===== src/rtl/l2_pkg.sv =====
`default_nettype none
// ============================================================================
//  Module      : l2_pkg
//  Description : Shared types and constants for the L2 physical-memory line
//                adaptor. Holds the adaptor state enum, the beat-counter
//                width and the line/burst/offset geometry.
//  Ports       : none (package)
//  Revision    : 1.0 - initial release
// ============================================================================
package l2_pkg;

    localparam int C_ADDR_W     = 32;   // physical address width
    localparam int C_S_LINE     = 256;  // cache line width in bits
    localparam int C_S_BURST    = 64;   // memory burst beat width in bits
    localparam int C_OFFSET_W   = 5;    // byte-offset bits inside one line
    localparam int C_BEAT_CNT_W = 2;    // counter width for four beats

    typedef enum logic [2:0] {
        IDLE       = 3'd0,
        READ       = 3'd1,
        READ_DONE  = 3'd2,
        WRITE      = 3'd3,
        WRITE_DONE = 3'd4
    } state_e;

endpackage : l2_pkg
`default_nettype wire


===== src/rtl/l2_line_adaptor.sv =====
`default_nettype none
// ============================================================================
//  Module      : l2_line_adaptor
//  Description : Responder on the L2 pmem side. Turns a 256-bit line read or
//                write into a four-beat 64-bit burst toward main memory and
//                returns a single-cycle pmem_resp to the L2.
//  Ports       : clk, rst            - clock, async active-high reset
//                pmem_read/write     - L2 line request, held until pmem_resp
//                pmem_address/wdata  - line address / write line (IDLE only)
//                pmem_rdata          - assembled read line (held until the
//                                      next read completes)
//                pmem_resp           - one-cycle completion to L2
//                mem_read/write      - burst request toward memory
//                mem_address         - line-aligned latched address
//                mem_wdata/rdata     - current write / read beat
//                mem_resp            - one strobe per accepted beat
//  Revision    : 1.0 - initial release
// ============================================================================
module l2_line_adaptor
    import l2_pkg::*;
#(
    parameter int S_LINE    = C_S_LINE,
    parameter int S_BURST   = C_S_BURST,
    parameter int NUM_BEATS = S_LINE / S_BURST
) (
    input  logic                clk,
    input  logic                rst,
    input  logic                pmem_read,
    input  logic                pmem_write,
    input  logic [C_ADDR_W-1:0] pmem_address,
    input  logic [S_LINE-1:0]   pmem_wdata,
    output logic [S_LINE-1:0]   pmem_rdata,
    output logic                pmem_resp,
    output logic                mem_read,
    output logic                mem_write,
    output logic [C_ADDR_W-1:0] mem_address,
    output logic [S_BURST-1:0]  mem_wdata,
    input  logic [S_BURST-1:0]  mem_rdata,
    input  logic                mem_resp
);

    localparam logic [C_BEAT_CNT_W-1:0] C_LAST_BEAT = C_BEAT_CNT_W'(NUM_BEATS - 1);

    state_e                  state_q, state_d;
    logic [C_BEAT_CNT_W-1:0] cnt_q,   cnt_d;
    logic [C_ADDR_W-1:0]     addr_q,  addr_d;
    logic [S_LINE-1:0]       wline_q, wline_d;   // latched write line
    logic [S_LINE-1:0]       rbuf_q,  rbuf_d;    // read assembly buffer
    logic [S_LINE-1:0]       rline_q, rline_d;   // completed read line
    logic [S_LINE-1:0]       line_asm;           // rbuf with current beat merged

    always_ff @(posedge clk or posedge rst) begin
        if (rst) begin
            state_q <= IDLE;
            cnt_q   <= '0;
            addr_q  <= '0;
            wline_q <= '0;
            rbuf_q  <= '0;
            rline_q <= '0;
        end else begin
            state_q <= state_d;
            cnt_q   <= cnt_d;
            addr_q  <= addr_d;
            wline_q <= wline_d;
            rbuf_q  <= rbuf_d;
            rline_q <= rline_d;
        end
    end

    always_comb begin
        state_d   = state_q;
        cnt_d     = cnt_q;
        addr_d    = addr_q;
        wline_d   = wline_q;
        rbuf_d    = rbuf_q;
        rline_d   = rline_q;
        mem_read  = 1'b0;
        mem_write = 1'b0;
        mem_wdata = '0;
        pmem_resp = 1'b0;

        line_asm = rbuf_q;
        line_asm[cnt_q*S_BURST +: S_BURST] = mem_rdata;

        case (state_q)
            IDLE: begin
                // Write has priority; a simultaneous read must be re-presented.
                if (pmem_write) begin
                    addr_d  = {pmem_address[C_ADDR_W-1:C_OFFSET_W], {C_OFFSET_W{1'b0}}};
                    wline_d = pmem_wdata;
                    cnt_d   = '0;
                    state_d = WRITE;
                end else if (pmem_read) begin
                    addr_d  = {pmem_address[C_ADDR_W-1:C_OFFSET_W], {C_OFFSET_W{1'b0}}};
                    cnt_d   = '0;
                    state_d = READ;
                end
            end
            READ: begin
                mem_read = 1'b1;
                if (mem_resp) begin
                    rbuf_d = line_asm;
                    cnt_d  = cnt_q + 1'b1;
                    // The visible line only changes once the whole line is in,
                    // so pmem_rdata stays stable across later transactions.
                    if (cnt_q == C_LAST_BEAT) begin
                        rline_d = line_asm;
                        state_d = READ_DONE;
                    end
                end
            end
            READ_DONE: begin
                pmem_resp = 1'b1;
                state_d   = IDLE;
            end
            WRITE: begin
                mem_write = 1'b1;
                mem_wdata = wline_q[cnt_q*S_BURST +: S_BURST];
                if (mem_resp) begin
                    cnt_d = cnt_q + 1'b1;
                    if (cnt_q == C_LAST_BEAT) begin
                        state_d = WRITE_DONE;
                    end
                end
            end
            WRITE_DONE: begin
                pmem_resp = 1'b1;
                state_d   = IDLE;
            end
            default: begin
                state_d = IDLE;
            end
        endcase
    end

    assign mem_address = addr_q;
    assign pmem_rdata  = rline_q;

endmodule : l2_line_adaptor
`default_nettype wire


===== config.mk =====
export PLATFORM = sky130hd
export DESIGN_NAME = l2_line_adaptor
export DESIGN_NICKNAME = d
export VERILOG_FILES = /design/src/rtl/l2_pkg.sv /design/src/rtl/l2_line_adaptor.sv
export SDC_FILE = /design/constraint.sdc
export NUM_CORES = 2
export LEC_CHECK = 0
export CORE_ASPECT_RATIO = 0.75
export CORE_UTILIZATION = 33
export DETAILED_ROUTE_END_ITERATION = 12
export PLACE_DENSITY = 0.57
export SKIP_LAST_GASP = 1
export SYNTH_ARGS = -nofsm -noshare
export SYNTH_HDL_FRONTEND = slang
export SYNTH_SLANG_ARGS = --single-unit

===== constraint.sdc =====
create_clock -name clk -period 81.2 [get_ports clk]
set_input_delay 16.24 -clock clk [delete_from_list [all_inputs] [get_ports clk]]
set_output_delay 16.24 -clock clk [all_outputs]
set_load 0.02 [all_outputs]

==> flow_summary.html <==
<table>
<tr><th>Metric</th><th>Value</th></tr>
<tr><th colspan="2">Drt</th></tr>
<tr><td>Routed length per placed instance</td><td>24.8 µm</td></tr>
<tr><td>Average vias per placed instance</td><td>5.36</td></tr>
<tr><td>Iteration-0 DRC Markers</td><td>2127</td></tr>
<tr><td>Remaining design rule violation count</td><td>0</td></tr>
<tr><td>Routed wire length</td><td>121 mm</td></tr>
<tr><td>Pre-Repair DR Iteration Count</td><td>5</td></tr>
<tr><td>Detail Route Antenna Nets</td><td>0</td></tr>
<tr><td>Number of vias in the routed layout</td><td>26100</td></tr>
<tr><th colspan="2">Placed design</th></tr>
<tr><td>Input/output buffers</td><td>701</td></tr>
<tr><td>HPWL after DPL</td><td>75.1 mm</td></tr>
<tr><td>Placer Congestion</td><td>0.835</td></tr>
<tr><th colspan="2">Timing</th></tr>
<tr><td>Setup repair after global routing missed its margin</td><td>no</td></tr>
<tr><td>Max-slew headroom at the worst pin</td><td>0.130</td></tr>
<tr><td>Final Cycle Share</td><td>0.248</td></tr>
<tr><td>Final min period</td><td>20170 ps</td></tr>
<tr><td>Hold violation total from the final report</td><td>0</td></tr>
<tr><td>Skew final</td><td>29.1 ps</td></tr>
<tr><td>Fmax achieved</td><td>49.6 MHz</td></tr>
<tr><td>Final number of setup-violating endpoints</td><td>0</td></tr>
<tr><td>Count of pins over their slew limit</td><td>0</td></tr>
<tr><td>Worst hold slack across all endpoints</td><td>487 ps</td></tr>
<tr><td>Summed negative setup slack over all endpoints</td><td>0 ps</td></tr>
<tr><td>Measured slew at the worst slew-check pin</td><td>1300 ps</td></tr>
<tr><th colspan="2">Clock network</th></tr>
<tr><td>Postcts setup bufs</td><td>0</td></tr>
<tr><td>Post-cts sizing count</td><td>0</td></tr>
<tr><td>Clock sinks</td><td>800</td></tr>
<tr><td>Number of buffers inserted during clock tree synthesis</td><td>87</td></tr>
<tr><td>Clock tree from TritonCTS</td><td>done</td></tr>
<tr><td>Level count of the clock H-tree</td><td>3</td></tr>
<tr><td>Worst-case clock buffer depth</td><td>3</td></tr>
<tr><td>CTS Hold Bufs</td><td>0</td></tr>
<tr><td>Root buffer selected by CTS</td><td>clkbuf_16</td></tr>
<tr><td>Clock slew at the register clock pins of the worst setup and hold paths</td><td>60 ps</td></tr>
<tr><td>Clock insertion delay at the later pin of the skew report</td><td>690 ps</td></tr>
<tr><th colspan="2">Power and ir drop</th></tr>
<tr><td>Clock Power Share</td><td>0.204</td></tr>
<tr><td>Power density relative to cell area</td><td>42.5 nW/µm²</td></tr>
<tr><td>Design internal power</td><td>1210 µW</td></tr>
<tr><td>Peak supply drop</td><td>0.0193 mV</td></tr>
<tr><td>Leakage power total</td><td>0.0186 µW</td></tr>
<tr><td>Sw Ratio</td><td>0.375</td></tr>
<tr><td>Proportion of power drawn by flip-flops and latches</td><td>0.368</td></tr>
<tr><td>Share of power burned in combinational logic</td><td>0.428</td></tr>
<tr><td>Post-layout power</td><td>1930 µW</td></tr>
<tr><td>Sw Pwr</td><td>722 µW</td></tr>
<tr><th colspan="2">Global route</th></tr>
<tr><td>Global-route wire length before repair</td><td>180 mm</td></tr>
<tr><td>Number of global-route vias before repair</td><td>25900</td></tr>
<tr><td>Antenna violations before repair</td><td>17</td></tr>
<tr><td>Largest net degree at the start of global routing</td><td>182</td></tr>
<tr><td>Global-route congestion overflow total</td><td>0</td></tr>
<tr><td>Overall track demand over capacity in global routing</td><td>0.222</td></tr>
<tr><th colspan="2">Setup path</th></tr>
<tr><td>Flop2flop setup slack</td><td>76790 ps</td></tr>
<tr><td>Crit-path max cell delay</td><td>920 ps</td></tr>
<tr><td>Cell Chain, Critical Path</td><td>buf_4 -&gt; mux4_2 -&gt; nor2b_1 -&gt; clkdlybuf4s50_1</td></tr>
<tr><td>Kind of end point of the critical path</td><td>output port</td></tr>
<tr><td>Crit path DAT</td><td>3930 ps</td></tr>
<tr><td>Category of the critical setup timing path</td><td>flip-flop to output port</td></tr>
<tr><td>Data required time of the worst path</td><td>64960 ps</td></tr>
<tr><td>Setup crit start kind</td><td>flip-flop</td></tr>
<tr><td>Worst-path maximum fanout</td><td>38</td></tr>
<tr><td>CP max stage cell</td><td>dfrtp_4</td></tr>
<tr><th colspan="2">Synth</th></tr>
<tr><td>Sequential cell area fraction in the yosys report</td><td>0.572</td></tr>
<tr><td>Number of distinct library cells after synthesis</td><td>35</td></tr>
<tr><td>Yosys warnings</td><td>0</td></tr>
<tr><td>Gate Count Post-Synth</td><td>2877</td></tr>
<tr><td>Mean post-synth cell area</td><td>12.2 µm²</td></tr>
<tr><td>Syn Std Cell Area</td><td>35000 µm²</td></tr>
<tr><td>Flip-flop and latch count after synthesis</td><td>800</td></tr>
<tr><th colspan="2">Final layout</th></tr>
<tr><td>Finished Core Util</td><td>0.431</td></tr>
<tr><td>Fraction of final layout cells sized beyond drive strength 1</td><td>0.159</td></tr>
<tr><td>Synth-to-layout area growth</td><td>29.6%</td></tr>
<tr><td>Total of fill cells in the finished design</td><td>9959</td></tr>
<tr><td>Final layout net count</td><td>3740</td></tr>
<tr><td>Top library cells by usage in the layout, fill and taps aside</td><td>dfrtp_1, clkdlybuf4s50_1, a21oi_1, mux2_2</td></tr>
<tr><td>Multi-input logic area</td><td>13300 µm²</td></tr>
<tr><td>Commonest non-fill, non-tap cell in the layout</td><td>dfrtp_1</td></tr>
<tr><td>Register cell area after layout</td><td>20000 µm²</td></tr>
<tr><th colspan="2">Floorplanning</th></tr>
<tr><td>Die ar.</td><td>107000 µm²</td></tr>
<tr><td>Core footprint</td><td>105000 µm²</td></tr>
<tr><td>Vertical die dimension</td><td>284 µm</td></tr>
<tr><td>Initial core utilization</td><td>0.333</td></tr>
<tr><td>Width of the die</td><td>378 µm</td></tr>
<tr><td>Number of rows in the core area</td><td>103</td></tr>
<tr><td>Count of boundary I/O pins</td><td>712</td></tr>
<tr><th colspan="2">Flow run</th></tr>
<tr><td>MaxCap Viol Count</td><td>0</td></tr>
<tr><th colspan="2">Min path</th></tr>
<tr><td>Class of the most critical hold timing path</td><td>flip-flop to flip-flop</td></tr>
<tr><th colspan="2">Run status</th></tr>
<tr><td>Result of the run</td><td>completed</td></tr>
</table>
routing by layer:
metal  global-route usage  vias up  part of all wire
li1                     -    11400                 -
met1                0.314    13700              0.45
met2                0.340      822              0.47
met3               0.0523      148             0.065
met4               0.0610       12             0.023
met5                    0        -           0.00076
area by class of cell:
cell class / count / share of cell area
flip-flops and latches: 800 / 0.442
well taps: 1417 / 0.0391
diodes: 12 / 0.000662
multi-input cells: 1741 / 0.294
repair buffers: 741 / 0.162
inverters: 6 / 0.000662
clock inverters: 32 / 0.00778
clock buffers: 117 / 0.0534
cells by family after synthesis:
group	synth area share
adders and majority gates	0.00215
and+or+nand+nor	0.0745
buffers and inverters	0.0500
xor gates and xnor gates	0.000250
AOI/OAI and AO/OA	0.168
DFF	0.572
other	0.000107
muxes	0.133
power by group through the flow:
stage | Sequential [µW] | Combinational [µW] | Clock (µW)
floorplan | 758 | 437 | 0
global placement | 711 | 823 | 0
detailed placement | 712 | 829 | 0
CTS | 709 | 832 | 404
global route | 732 | 884 | 419
finish | 710 | 824 | 393
synth_stat cells (all sizes together):
cell | count | area, µm²
a2111oi | 1 | 8.76
a21oi | 642 | 3210
a22o | 257 | 2250
a31oi | 65 | 407
and2 | 5 | 31.3
and4 | 1 | 8.76
and4b | 1 | 10.0
and4bb | 2 | 25.0
buf | 228 | 1330
clkbuf | 106 | 398
conb | 1 | 3.75
dfrtp | 800 | 20000
ha | 6 | 75.1
inv | 6 | 22.5
mux2 | 283 | 3190
mux2i | 1 | 10.0
mux4 | 64 | 1440
nand2 | 6 | 32.5
nand2b | 64 | 400
nand3b | 1 | 7.51
nand4 | 65 | 407
nor2 | 5 | 18.8
nor2b | 258 | 1610
nor3 | 3 | 20.0
nor4 | 1 | 6.26
nor4bb | 1 | 25.0
o21ai | 3 | 15.0
xnor2 | 1 | 8.76
metrics by stage:
stage                     cells  instance area (µm²)  setup WS, ps
after floorplan            2881                35000         42490
after global placement     4705                42500         60070
after detailed placement   4705                42500         60100
after CTS                  4854                45300         60850
after global routing       4863                45300         60410
final                      4866                45300         61030
path summary, 6_finish.rpt:
path,from,endpoint,depth (start not counted)
min in group asynchronous,rst,mem_address[10],2
worst max register to register,cnt_q[0],rbuf_q[194],7
max in group asynchronous,rst,pmem_rdata[56],6
worst min register to register,rbuf_q[44],rbuf_q[44],1
worst min-delay path,rbuf_q[44],rbuf_q[44],1
worst max-delay path,cnt_q[0],mem_wdata[62],4
flip-flops by register name, summed over array words and instances, names as in the netlist:
signal       flops
wline_q        256
rbuf_q         256
pmem_rdata     256
mem_address     27
cnt_q            2
state_q          3
worst max-delay path, delay by kind of cell (launching register included):
kind / cells / cell delay, ps
AND/OR/NAND/NOR: 1 / 460
buffers and inverters: 2 / 1460
multiplexers: 1 / 380
flip-flops: 1 / 920
No activity file was read; power rests on OpenSTA's default activity.
